`src/rtl/ap_pkg.sv`:
```
// Definitions shared across the AP: instruction-cache state codes that the
// program counter compares against, and the DDR byte size of one instruction.
package ap_pkg;

  typedef enum logic [3:0] {
    START    = 4'd1,
    LOAD_INS = 4'd2,
    SENT_INS = 4'd3
  } ins_cache_state_e;

  localparam int INS_BYTES = 8;

endpackage

```
`src/rtl/ins_cache_ram.sv`:
```
// Simple dual-port page RAM: one write port plus one registered read port whose
// output holds its last value while no read is requested.
module ins_cache_ram #(
  parameter int DEPTH = 64,
  parameter int WIDTH = 64,
  parameter int AW    = $clog2(DEPTH)
) (
  input  logic             clk,
  input  logic             rst,
  input  logic             wr_en,
  input  logic [AW-1:0]    wr_addr,
  input  logic [WIDTH-1:0] wr_data,
  input  logic             rd_en,
  input  logic [AW-1:0]    rd_addr,
  output logic [WIDTH-1:0] rd_data
);

  logic [WIDTH-1:0] mem [DEPTH];
  logic [WIDTH-1:0] rd_data_q;

  always_ff @(posedge clk) begin
    if (wr_en) mem[wr_addr] <= wr_data;
  end

  // Output register is cleared on reset so the cache presents zero until the first read.
  always_ff @(posedge clk or negedge rst) begin
    if (!rst)       rd_data_q <= '0;
    else if (rd_en) rd_data_q <= mem[rd_addr];
  end

  assign rd_data = rd_data_q;

endmodule

```
`src/rtl/instruction_cache.sv`:
```
// Page-based instruction buffer: loads ISA_DEPTH-instruction windows from DDR and
// serves the instruction addressed by the program counter one cycle later.
module instruction_cache
  import ap_pkg::*;
#(
  parameter int ADDR_WIDTH_MEM  = 16,
  parameter int ISA_DEPTH       = 64,
  parameter int TOTAL_ISA_DEPTH = 128,
  parameter int DDR_ADDR_WIDTH  = 28,
  parameter int INS_WIDTH       = 64,
  parameter int ISA_BASE_ADDR   = 0
) (
  input  logic                      clk,
  input  logic                      rst,
  input  logic [ADDR_WIDTH_MEM-1:0] addr_ins,
  output logic                      ins_cache_rdy,
  output logic [3:0]                st_cur_ins_cache,
  output logic [9:0]                load_times,
  output logic [INS_WIDTH-1:0]      ins_out,
  output logic                      ins_valid,
  output logic                      ddr_rd_en,
  output logic [DDR_ADDR_WIDTH-1:0] ddr_addr,
  input  logic                      ddr_rdy,
  input  logic [INS_WIDTH-1:0]      ddr_rd_data,
  input  logic                      ddr_rd_data_valid
);

  localparam int PAGE_SHIFT = $clog2(ISA_DEPTH);
  localparam int CNT_W      = PAGE_SHIFT + 1;

  ins_cache_state_e state_q, state_d;
  logic [9:0]       page_q, page_d;
  logic [9:0]       load_times_q, load_times_d;
  logic [CNT_W-1:0] req_cnt_q, req_cnt_d;
  logic [CNT_W-1:0] ret_cnt_q, ret_cnt_d;
  logic             ins_valid_q, ins_valid_d;

  logic [31:0] page_base, remaining, n_words, resident_base, addr_ext;
  logic        addr_jump, addr_in_prog, addr_in_page;
  logic        hit, miss, req_fire, ram_we, last_ret;

  // The last page may be shorter than ISA_DEPTH when the program length is not a multiple.
  always_comb begin
    page_base     = 32'(page_q) << PAGE_SHIFT;
    remaining     = 32'(TOTAL_ISA_DEPTH) - page_base;
    n_words       = (remaining < 32'(ISA_DEPTH)) ? remaining : 32'(ISA_DEPTH);
    resident_base = (32'(load_times_q) - 32'd1) << PAGE_SHIFT;
    addr_ext      = 32'(addr_ins);
    addr_jump     = addr_ins[ADDR_WIDTH_MEM-1];
    addr_in_prog  = addr_ext < 32'(TOTAL_ISA_DEPTH);
    addr_in_page  = (addr_ext >= resident_base) &&
                    (addr_ext < resident_base + 32'(ISA_DEPTH));
    hit           = (state_q == SENT_INS) && !addr_jump && addr_in_prog && addr_in_page;
    miss          = (state_q == SENT_INS) && !addr_jump && addr_in_prog && !addr_in_page;
  end

  assign ddr_rd_en = (state_q == LOAD_INS) && (32'(req_cnt_q) < n_words);
  assign req_fire  = ddr_rd_en && ddr_rdy;
  assign ram_we    = (state_q == LOAD_INS) && ddr_rd_data_valid;
  assign last_ret  = ram_we && (32'(ret_cnt_q) == n_words - 32'd1);
  assign ddr_addr  = (state_q == LOAD_INS) ?
                     DDR_ADDR_WIDTH'(32'(ISA_BASE_ADDR) +
                                     (page_base + 32'(req_cnt_q)) * 32'(INS_BYTES)) :
                     '0;

  always_comb begin
    state_d      = state_q;
    page_d       = page_q;
    load_times_d = load_times_q;
    req_cnt_d    = req_cnt_q;
    ret_cnt_d    = ret_cnt_q;
    ins_valid_d  = hit;
    case (state_q)
      START: begin
        page_d    = '0;
        req_cnt_d = '0;
        ret_cnt_d = '0;
        state_d   = LOAD_INS;
      end
      LOAD_INS: begin
        if (req_fire) req_cnt_d = req_cnt_q + CNT_W'(1);
        if (ram_we)   ret_cnt_d = ret_cnt_q + CNT_W'(1);
        if (last_ret) begin
          load_times_d = page_q + 10'd1;
          req_cnt_d    = '0;
          ret_cnt_d    = '0;
          state_d      = SENT_INS;
        end
      end
      SENT_INS: begin
        // Covers both the sequential window boundary and jumps into another page.
        if (miss) begin
          page_d  = 10'(addr_ext >> PAGE_SHIFT);
          state_d = LOAD_INS;
        end
      end
      default: state_d = START;
    endcase
  end

  always_ff @(posedge clk or negedge rst) begin
    if (!rst) begin
      state_q      <= START;
      page_q       <= '0;
      load_times_q <= '0;
      req_cnt_q    <= '0;
      ret_cnt_q    <= '0;
      ins_valid_q  <= 1'b0;
    end else begin
      state_q      <= state_d;
      page_q       <= page_d;
      load_times_q <= load_times_d;
      req_cnt_q    <= req_cnt_d;
      ret_cnt_q    <= ret_cnt_d;
      ins_valid_q  <= ins_valid_d;
    end
  end

  ins_cache_ram #(
    .DEPTH (ISA_DEPTH),
    .WIDTH (INS_WIDTH)
  ) u_ram (
    .clk     (clk),
    .rst     (rst),
    .wr_en   (ram_we),
    .wr_addr (ret_cnt_q[PAGE_SHIFT-1:0]),
    .wr_data (ddr_rd_data),
    .rd_en   (hit),
    .rd_addr (addr_ins[PAGE_SHIFT-1:0]),
    .rd_data (ins_out)
  );

  assign ins_cache_rdy    = hit;
  assign st_cur_ins_cache = state_q;
  assign load_times       = load_times_q;
  assign ins_valid        = ins_valid_q;

endmodule

```
`config.mk`:
```
export PLATFORM = sky130hd
export DESIGN_NAME = instruction_cache
export DESIGN_NICKNAME = d
export VERILOG_FILES = /design/src/rtl/ap_pkg.sv /design/src/rtl/ins_cache_ram.sv /design/src/rtl/instruction_cache.sv
export SDC_FILE = /design/constraint.sdc
export NUM_CORES = 2
export LEC_CHECK = 0
export BUFFER_PORTS_ARGS = -buffer_cell sky130_fd_sc_hd__clkbuf_2
export CAP_MARGIN = 20
export CORE_MARGIN = 5
export CORE_UTILIZATION = 46
export DETAILED_ROUTE_END_ITERATION = 8
export SETUP_SLACK_MARGIN = 0.1
export SLEW_MARGIN = 20
export SYNTH_ARGS = -nofsm -noshare
export SYNTH_HDL_FRONTEND = slang
export SYNTH_HIERARCHICAL = 1
export SYNTH_SLANG_ARGS = --single-unit
export TNS_END_PERCENT = 1
```
`constraint.sdc`:
```
create_clock -name clk -period 7.75 [get_ports clk]
set_input_delay 1.55 -clock clk [delete_from_list [all_inputs] [get_ports clk]]
set_output_delay 1.55 -clock clk [all_outputs]
set_load 0.05 [all_outputs]
```
# After elaboration in Yosys (flattened, before gate mapping)
# Memories as Yosys holds them, arrays and structs flattened. A register that Yosys moved wholly into a read port is not among the register bits.
# Index checks and enable logic that the tools add are counted.
# totals
mem_bits_ro	0
mem_count	1
out_inout_bits	109
reg_bits	39
latchBits	0
inputBits	84
ram_bits	4096
# memory_table
name	words	width	rd	rd_clocked_by_memory_dff	write_ports	line	rtl
u_ram.mem	64	64	1	1	1	ins_cache_ram.sv:18	logic [WIDTH-1:0] mem [DEPTH];
# op_classes
reduce_logical	19
n_div	0
n_shift	0
add_sub_neg	8
n_lt_le_gt_ge	5
n_mul	0
n_eq_ne	8
bitwise_logic	0
mux	15
# op_table
operator	n
$eq 7x32->1	1
$ge 16x32->1	1
$lt 16x32->1	1
$lt 32x7->1 const B	1
$lt 7x32->1	1
$mux 32	1
$sub 32x1->32 const B	1
$mux 7	4
$pmux 7 s2	2
$mux 20	1
$pmux 10 s2	1
$add 17x8->18 const B	1
$add 16x7->17	1
$sub 8x16->17 const A	1
$lt 16x8->1 const B	1
$add 7x1->7 const B	2
$pmux 4 s3	1
$sub 10x1->11 const B	1
$add 10x1->10 const B	1
$mux 10	1
$reduce_and 2->1	5
$logic_and 1x1->1	9
$eq 4x2->1 const B	2
$mux 4	2
6 further kinds	12

# Depth between registers and ports, before layout
# logic_depth
word_depth	9
mapped_depth	22
mapped_depth_nobuf	19

# By module
# Netlist, hierarchy kept.
# by_module_without_submodules
module	n_inst	area_per_inst_um2	cells_per_inst	seq_area_each_um2
ins_cache_ram	1	157956.5	7394	124599.5
instruction_cache	1	3153.0	387	927.1

# Worst setup path before layout
# Ideal clock, no wire load.
# synth_path
path_type	input -> register
start	input ddr_rd_data_valid
end	memory u_ram.mem[48][0], enable pin
path_buffers	0
path_stages	5
setup_slack_ns	0.486
setup_time_ns	0.565
arrival_time_ns	6.699
cell_sequence	inv_1 -> nor2_1 -> nand3_1 -> or3_1 -> nor3_1
# synth_between
elab_chain_cells	3
# synth_lines
item	line	rtl
start, declared	instruction_cache.sv:25	input logic ddr_rd_data_valid
$logic_and 1x1->1	instruction_cache.sv:59	assign ram_we = (state_q == LOAD_INS) && ddr_rd_data_valid;
named net ram_we	instruction_cache.sv:40	logic hit, miss, req_fire, ram_we, last_ret;
$mux 1	ins_cache_ram.sv:22	if (wr_en) mem[wr_addr] <= wr_data;
$mux 1 (implied by the code)	ins_cache_ram.sv:22	
end, declared	ins_cache_ram.sv:18	
# The timed path passes the listed nets, and every way through them passes these cells.

# Final worst setup path
# layout_path
start	register load_times_q[0], in the netlist load_times[0]
end	output ins_cache_rdy
# layout_between
elab_chain_cells	5
# layout_lines
item	line	rtl
start, declared	instruction_cache.sv:33	logic [9:0] load_times_q, load_times_d;
start signal, assigned	instruction_cache.sv:112	load_times_q <= load_times_d;
$sub 10x1->11 (*)	instruction_cache.sv:47	resident_base = (32'(load_times_q) - 32'd1) << PAGE_SHIFT;
$add 17x8->18	instruction_cache.sv:52	(addr_ext < resident_base + 32'(ISA_DEPTH));
$lt 16x32->1	instruction_cache.sv:52	
$logic_and 1x1->1 (*)	instruction_cache.sv:51	addr_in_page = (addr_ext >= resident_base) &&
$logic_and 1x1->1 (*)	instruction_cache.sv:53	hit = (state_q == SENT_INS) && !addr_jump && addr_in_prog && addr_in_page;
end, declared	instruction_cache.sv:16	output logic ins_cache_rdy,
# Mark *: on every way between the ends. The rest lies on a longest branch, timed or not.

==> out/metrics.cfg <==
[cts]
cts_tree=yes
clkSlewWorstSetupHoldPaths_ns=0.06
ctsResizeCount=0
cts_setup_buffers=0
clkSinkCount=4197
root_buffer=clkbuf_16
clockBufferDepth=4
clock_latency_ns=0.98
ctsHoldBuffers=0
cts_buffers=428
cts.htree.levels=5

[synthesis]
synth_area_um2=161000
syn_inst=7781
synth.most_common_cell=edfxtp_1
yosys_most_used_dff=edfxtp_1
synth_area_leaders=edfxtp_1 (76%), mux4_2 (8.9%), mux2i_1 (4.4%)
synth.distinct_cells=72
synth-simple-area-share_pct=1.97
yosysWarnings=6
synth_xor_area_share_pct=0.152
muxShareOfSynthArea_pct=13.8
synth_seq_cells=4197
synth_top_cells_by_count=edfxtp_1 (4096), mux2i_1 (705), mux4_2 (640)
synth_top_area_share_pct=76.3
synth_top_family_by_area=multiplexers
yosysSeqAreaShare_pct=77.9
syn_area_per_cell_um2=20.7
synth-async-reset-ratio_pct=2.41
synth_enable_flop_cells=4096
synth_top_cell_by_area=edfxtp_1
synthAdderAreaFrac_pct=0.217
synth-compound-area-share_pct=4.51

[sta]
max-slew-margin-rel_pct=21.5
slew_violations=0
hold_viol_final=0
fin_crit_sh_pct=83.6
fmax_mhz=154
worst_pin_slew_ns=1.17
finalSetupTns_ns=0
rsz0062_at_grt=false
setup_viol=0
finClkSkew_ns=0.106
min_period_ns=6.48
layout_setup_ws_ns=1.27

[floorplanning]
die_x_um=602
core_area_um2=349000
std_cell_rows=217
boundaryPins=193
die_y_um=602
initial_core_util_pct=46.1
dieArea_um2=362000

[global_routing]
grt_usage_pct=25.2
antenna_found_initial=22
overflow=0
grt_max_degree=124
grt_pass1_vias=82537
grt_pass1_wl_um=650000

[worst_setup_path]
crit_path_start=load_times[0]$_DFFE_PN0P_
crit_family=simple AND/OR/NAND/NOR gates
worst-path-buf-inv=2
rrSetupSlack_ns=1.53
cpMaxStageDelayCell=dfrtp_1
endpoint_kind=output pin
critical_path_class=flip-flop to output pin
crit_fanout=12
cp_data_arrival_time_ns=4.93
timing.rr.start=load_times[0]$_DFFE_PN0P_
start_kind=flip-flop
worstPathCellList=inv_1 > ha_1 > nor4b_2 > nand2_1 > xor2_1 > nor3_1 > xor2_1 > ha_1 > a211oi_1 > nand2_1 > o21ai_0 > a22oi_1 > nor3_2 > clkbuf_2
cp_slowest_stage_delay_ns=0.52
critPathRequiredTime_ns=6.20

[route]
first_iter_violations=11049
vias=83745
wl_per_cell_um=35.3
route.detailed.drc=0
antenna_left=0
dr.pass1.iters=6
viasPerCell=6.37
finalWirelength_um=464000

[place]
dp_hpwl_um=255000
pre_cts_slack_ns=1.69
place_congestion=0.828
port_buffers=179

[power_and_ir_drop]
power_leakage_nw=59.3
p_per_area_nw_per_um2=267
peakVddDrop_v=0.000228

[min_path]
hold_path.startpoint=req_cnt_q[5]$_DFFE_PN0P_
hp-class=flip-flop to flip-flop

[outcome]
run_status=complete, no violations

[job]
cap_violations=0

[finish]
syn_to_final_growth_pct=13.2
layout.nets=8285
drive_gt1_share_pct=22.0
fillers=27165

path summary, 6_finish.rpt:
check                                                      to  cells after the start
worst min-delay path                 req_cnt_q[5]$_DFFE_PN0P_                      1
min in group asynchronous            req_cnt_q[4]$_DFFE_PN0P_                      1
worst max register to register  u_ram/rd_data[38]$_DFFE_PN0P_                     19
worst min register to register       req_cnt_q[5]$_DFFE_PN0P_                      1
worst max-delay path                            ins_cache_rdy                     14
max in group asynchronous       u_ram/rd_data[38]$_DFFE_PN0P_                      2
registers in the layout, summed over array words and instances (netlist names):
name              count
ins_valid             1
load_times           10
page_q               10
req_cnt_q             7
ret_cnt_q             7
st_cur_ins_cache      2
u_ram/mem          4096
u_ram/rd_data        64
cell usage in the layout (no fill, tap or decap), types with 9 or more instances in the layout:
master | Yosys | final
clkinvlp_4 | 0 | 10
clkbuf_1 | 183 | 112
nand2_1 | 40 | 40
conb_1 | 1 | 13
inv_6 | 0 | 12
a211oi_2 | 63 | 63
inv_1 | 12 | 12
a22oi_1 | 258 | 258
or4_1 | 66 | 66
a31oi_1 | 71 | 71
nor2b_1 | 75 | 70
ha_1 | 28 | 28
clkbuf_8 | 0 | 25
clkbuf_2 | 1 | 121
a221oi_1 | 129 | 129
buf_4 | 29 | 200
diode_2 | 0 | 15
or3_1 | 74 | 74
clkinv_1 | 0 | 81
edfxtp_1 | 4096 | 4096
xnor2_1 | 10 | 10
mux2i_1 | 705 | 705
nor2_4 | 0 | 63
bufinv_16 | 0 | 33
a21oi_1 | 148 | 148
buf_2 | 156 | 35
mux4_2 | 640 | 640
clkinv_2 | 0 | 69
nor2_1 | 228 | 165
o22ai_1 | 191 | 191
dfrtp_1 | 100 | 100
and2_1 | 19 | 17
o21ai_0 | 150 | 150
mux2_2 | 64 | 64
clkbuf_16 | 0 | 434
buf_12 | 0 | 50
nor3_1 | 12 | 9
nand3_1 | 31 | 29
xor2_1 | 18 | 18
through the flow:
step / hold WS [ns] / instances / area (um2) / power, mW / utilization, %
global route: 0.537 / 13137 / 182000 / 50.2 / 52.2
detailed placement: 0.507 / 12342 / 169000 / 29.0 / 48.3
global placement: 0.488 / 12337 / 168000 / 29.0 / 48.2
floorplan: 0.456 / 7793 / 161000 / 27.7 / -
finish: 0.511 / 13150 / 182000 / 48.8 / 52.2
CTS: 0.514 / 13135 / 182000 / 49.1 / 52.2
layer usage:
metal  vias to the layer above  track usage (%)  wire (um)
li1                      33361                -          -
met1                     45307             36.3     189000
met2                      4313             39.4     217000
met3                       760             4.89      43200
met4                         4             7.52      15600
met5                         -                0         25
cells by family after synthesis:
kind of cell | count (synthesis)
AO/OA/AOI/OAI | 1046
XOR/XNOR | 28
adder cells (fa/ha/maj) | 28
buffers and inverters | 475
flip-flops | 4197
multiplexers | 1409
other | 1
AND/OR/NAND/NOR | 597
power breakdown:
part	internal [mW]	switching [mW]
Combinational	0.826	2.03
Clock	11.6	8.57
Sequential	25.5	0.173
Total	38.0	10.8
cell type report:
type	instances	area (um2)	area share, %
Inverter	13	48.8	0.0268
Timing Repair Buffer	412	3390	1.86
Tap cell	4599	5750	3.15
Sequential cell	4197	126000	68.8
Clock buffer	570	11600	6.37
Clock inverter	223	2120	1.16
Antenna cell	15	37.5	0.0206
Multi-Input combinational cell	3121	33900	18.6
(Power assumes the default switching activity.)
